==> src/rtl/ir_queue.sv <==
`default_nettype none
// ============================================================================
// Module      : ir_queue
// Description : DEPTH-entry in-order instruction buffer between fetch and
//               decode. Carries a PC tag with each instruction, handles
//               valid/ready stalls and flushes with NOP insertion. The head
//               entry is presented from output registers.
// Revision    : 1.0 - initial release
// ============================================================================
module ir_queue #(
  parameter int               WIDTH    = 32,
  parameter int               PC_WIDTH = 32,
  parameter int               DEPTH    = 4,
  parameter logic [WIDTH-1:0] NOP      = '0
) (
  input  logic                       clk,
  input  logic                       rst,
  input  logic                       i_flush,
  input  logic                       i_in_valid,
  output logic                       o_in_ready,
  input  logic [WIDTH-1:0]           i_in_instr,
  input  logic [PC_WIDTH-1:0]        i_in_pc,
  output logic                       o_out_valid,
  input  logic                       i_out_ready,
  output logic [WIDTH-1:0]           o_out_instr,
  output logic [PC_WIDTH-1:0]        o_out_pc,
  output logic [$clog2(DEPTH+1)-1:0] o_count
);

  localparam int c_PW = $clog2(DEPTH);
  localparam int c_CW = $clog2(DEPTH+1);
  localparam logic [c_CW-1:0] c_FULL    = c_CW'(DEPTH);
  localparam logic [c_CW-1:0] c_CNT_ONE = c_CW'(1);
  localparam logic [c_PW-1:0] c_PTR_ONE = c_PW'(1);

  // Circular storage; slot r_rd_ptr always mirrors the head registers
  logic [WIDTH-1:0]    r_mem_instr [DEPTH];
  logic [PC_WIDTH-1:0] r_mem_pc    [DEPTH];

  logic [c_PW-1:0]     r_wr_ptr;
  logic [c_PW-1:0]     r_rd_ptr;
  logic [c_CW-1:0]     r_count;
  logic                r_out_valid;
  logic [WIDTH-1:0]    r_out_instr;
  logic [PC_WIDTH-1:0] r_out_pc;

  logic                w_kill;
  logic                w_push;
  logic                w_pop;
  logic [c_PW-1:0]     w_rd_next;

  // Ready depends only on the registered count, so out_ready never reaches it
  assign o_in_ready = (r_count < c_FULL);

  // Reset and flush both discard the contents and suppress any transfer
  always_comb begin
    w_kill    = rst | i_flush;
    w_push    = i_in_valid & o_in_ready & ~w_kill;
    w_pop     = r_out_valid & i_out_ready & ~w_kill;
    w_rd_next = r_rd_ptr + c_PTR_ONE;
  end

  // Storage write; no reset needed since validity is tracked by the count
  always_ff @(posedge clk) begin
    if (w_push) begin
      r_mem_instr[r_wr_ptr] <= i_in_instr;
      r_mem_pc[r_wr_ptr]    <= i_in_pc;
    end
  end

  // Pointers, occupancy and registered head entry
  always_ff @(posedge clk) begin
    if (w_kill) begin
      r_wr_ptr    <= '0;
      r_rd_ptr    <= '0;
      r_count     <= '0;
      r_out_valid <= 1'b0;
      r_out_instr <= NOP;
      r_out_pc    <= '0;
    end else begin
      if (w_push) r_wr_ptr <= r_wr_ptr + c_PTR_ONE;
      if (w_pop)  r_rd_ptr <= w_rd_next;

      unique case ({w_push, w_pop})
        2'b10:   r_count <= r_count + c_CNT_ONE;
        2'b01:   r_count <= r_count - c_CNT_ONE;
        default: r_count <= r_count;
      endcase

      if (w_pop) begin
        // With two or more entries the successor is already in storage and
        // cannot be the slot being written this cycle
        if (r_count > c_CNT_ONE) begin
          r_out_instr <= r_mem_instr[w_rd_next];
          r_out_pc    <= r_mem_pc[w_rd_next];
        end else if (w_push) begin
          r_out_instr <= i_in_instr;
          r_out_pc    <= i_in_pc;
        end else begin
          r_out_valid <= 1'b0;
          r_out_instr <= NOP;
          r_out_pc    <= '0;
        end
      end else if (w_push && (r_count == '0)) begin
        r_out_valid <= 1'b1;
        r_out_instr <= i_in_instr;
        r_out_pc    <= i_in_pc;
      end
    end
  end

  assign o_out_valid = r_out_valid;
  assign o_out_instr = r_out_instr;
  assign o_out_pc    = r_out_pc;
  assign o_count     = r_count;

endmodule
`default_nettype wire
==> config.mk <==
export PLATFORM = sky130hd
export DESIGN_NAME = ir_queue
export DESIGN_NICKNAME = d
export VERILOG_FILES = /design/src/rtl/ir_queue.sv
export SDC_FILE = /design/constraint.sdc
export NUM_CORES = 1
export LEC_CHECK = 0
export ABC_AREA = 1
export ABC_CLOCK_PERIOD_IN_PS = 4950
export CAP_MARGIN = 5
export CORE_MARGIN = 8
export CORE_UTILIZATION = 57
export CTS_CLUSTER_SIZE = 8
export DETAILED_ROUTE_END_ITERATION = 10
export PLACE_DENSITY = 0.82
export SLEW_MARGIN = 20
export SYNTH_ARGS = -nofsm -noshare
export SYNTH_HDL_FRONTEND = slang
export SYNTH_SLANG_ARGS = --single-unit
export TNS_END_PERCENT = 10
==> constraint.sdc <==
create_clock -name clk -period 4.95 [get_ports clk]
set_input_delay 0.495 -clock clk [delete_from_list [all_inputs] [get_ports clk]]
set_output_delay 0.495 -clock clk [all_outputs]
set_load 0.02 [all_outputs]
==> flow_summary_export.csv <==
group,metric,value,unit
synthesis,synth_top_family_by_area,"simple AND/OR/NAND/NOR gates",
setup_path,path_class,"register to register",
timing,worst_pin_slew,1.03,ns
clock_tree,ctsHoldBuffers,0,
routing,routed-via-count,11600,
floorplanning,chipWidth,176,microns
routing,viasPerCell,5.50,
pwr,irDropWorstVdd,213,uV
final_layout,layout.cells.most_common,"nand2_1",
final_layout,nFillCells,1787,
synthesis,synthAdderAreaFrac,0.860,%
timing,fin_setup_tns,0,ns
synthesis,synth-xor-area-share,0.0602,%
global_route,grt_pass1_vias,11700,
clock_tree,cts-root-buf,"clkbuf_16",
global_route,grt_first_pass_wirelength,59.6,mm
timing,finalSetupViolations,0,
clock_tree,clk_path_buf_depth,3,
outcome,violations,"design-rule violations",
clock_tree,cts.sink_count,328,
synthesis,yosys_register_bits,328,
timing,layout_setup_ws,2.19,ns
routing,drtAntennaViolNets,0,
clock_tree,cts_setup_buffers,0,
timing,maxSlewHeadroom,31.4,%
placement,preCtsSetupSlack,1.46,ns
floorplanning,die_h,176,microns
clock_tree,clk_pin_slew,0.05,ns
final_layout,drive_gt1_share,5.23,%
setup_path,path_max_fanout,65,
timing,hold_violations,0,
placement,dp.cells,2019,
synthesis,syn_area,0.0146,sq mm
outcome,status,"finished with violations",
final_layout,fin_cells,2107,
synthesis,synth-simple-area-share,27.3,%
final_layout,area_growth,20.2,%
clock_tree,ctsResizeCount,0,
clock_tree,cts_buffers,46,
synthesis,synth_seq_area_share,62.7,%
synthesis,synth_compound_area_share,3.39,%
final_layout,diodes,0,
global_route,grt_max_degree,79,
routing,firstDrtPassIters,11,
run,drv_cap,0,
routing,drt_iter0_drc,1370,
setup_path,cp.required,5.42,ns
timing,finClkSkew,0.0180,ns
synthesis,postSynthAreaPerCell,8.95,sq um
floorplanning,initial_core_util,58.0,%
routing,wire_per_inst,17.5,microns
synthesis,synth.area.mux_share,0,%
synthesis,syn-instance-count,1625,
clock_tree,clock_latency,0.55,ns
global_route,groute.usage.overall,23.7,%
timing,max_freq,362,MHz
synthesis,ys_types,23,
placement,dp_hpwl,21.0,mm
timing,post-route-min-period,2.76,ns
pwr,leakage,6.92,nW
clock_tree,h-tree-depth,2,
routing,drt-total-wl,36.9,mm
setup_path,cp-start-kind,"register",
placement,portBuffers,137,
synthesis,synth.net_count,1704,
setup_path,endpoint_kind,"register",
floorplanning,die_area,0.0309,sq mm
setup_path,cp_data_arrival_time,3.24,ns
routing,drc,1,
pwr,powerDensity,354,mW/mm^2
timing,fin_crit_sh,55.9,%
timing,rsz0062_at_grt,"false",
min_path,worstHoldPathType,"register to register",
floorplanning,ioPinCount,138,
final_layout,mostFrequentLayoutCells,"nand2_1 (669), edfxtp_1 (256), nor2_1 (182)",
synthesis,ys_warn_count,0,
global_route,grt_overflow,0,
global_route,antenna_found_initial,0,
placement,gp_congestion,0.785,
final_layout,nets,1818,
clock_tree,cts_tree,"done",
floorplanning,row_count,58,
timing,drv_slew,0,
floorplanning,core,0.0251,sq mm
-- layout make-up --
type	count	area, sq um	area share [%]
Timing Repair Buffer	155	1580	9.01
Inverter	105	397	2.27
Clock buffer	83	1290	7.37
Tap cell	330	413	2.36
Sequential cell	328	9130	52.2
Clock inverter	3	33.8	0.193
Multi-Input combinational cell	1103	4660	26.6
-- per-layer routing --
| layer | GRT usage [%] | wire length [microns] |
|---|---|---|
| met4 | 10.1 | 1040 |
| met2 | 40.4 | 18100 |
| met5 | 0 | 0 |
| met3 | 4.90 | 3320 |
| met1 | 28.9 | 14500 |
-- registers in the layout, summed over array words and instances, names as in the netlist --
register	count
r_rd_ptr	2
r_wr_ptr	2
r_mem_instr	128
o_out_pc	32
r_mem_pc	128
o_out_instr	32
o_out_valid	1
o_count	3
-- cells by family after synthesis --
kind of cell               count (synthesis)
and+or+nand+nor                          994
DFF                                      328
buffers and inverters                    194
AOI/OAI and AO/OA                         98
adders and majority gates                 10
xor gates and xnor gates                   1
-- power breakdown --
group          internal, W  leakage (nW)  total (W)  switching (W)
clock              0.00175         0.627    0.00288        0.00114
sequential         0.00300          2.89    0.00301      0.0000116
combinational     0.000103          3.40   0.000301       0.000198
total              0.00485          6.92    0.00620        0.00135
-- worst max-delay path: stages, from the launching register on --
cell     delay (ns)
dfxtp_2        0.36
buf_4          0.68
nand2_1        0.23
nand2_4        0.56
buf_4          0.39
nand2_1        0.08
nand2_1        0.09
nand2_1        0.07
nand2_1        0.08
nor2_1         0.04
nor2_1         0.09
-- per-stage QoR --
stage          instance area [sq um]  power [W]  hold WS [ns]  util, %
3_5_place_dp                   16100    0.00336         0.528     64.2
5_1_grt                        17500    0.00636         0.560     69.7
2_1_floorplan                  14600    0.00321         0.484        -
3_3_place_gp                   16100    0.00335         0.509     64.2
4_1_cts                        17400    0.00621         0.529     69.5
6_report                       17500    0.00620         0.532     69.7
-- cells in the mapped netlist --
cell	instances	area share, %
clkbuf_1	23	0.59
buf_6	1	0.077
o21ai_1	2	0.069
nor2_4	4	0.31
nand3_2	2	0.14
nand2_2	1	0.043
a21oi_1	88	3.0
edfxtp_1	256	53
nand3_1	125	4.3
xor2_1	1	0.060
nand4_4	1	0.15
inv_1	100	2.6
o21ai_0	7	0.24
nor2_1	186	4.8
nor2_8	1	0.14
buf_1	4	0.10
inv_2	5	0.13
dfxtp_1	72	9.9
buf_2	54	1.9
buf_4	7	0.36
nand2_1	674	17
ha_1	10	0.86
a211oi_1	1	0.052
-- worst paths after layout --
path	start	end	slack, ns	depth (start not counted)
max	r_rd_ptr[0]	o_out_pc[6]	2.19	10
min	r_rd_ptr[1]	r_rd_ptr[1]	0.53	2
max reg2reg	r_rd_ptr[0]	o_out_pc[6]	2.19	10
min reg2reg	r_rd_ptr[1]	r_rd_ptr[1]	0.53	2
Power figures use the tool's default switching activity.
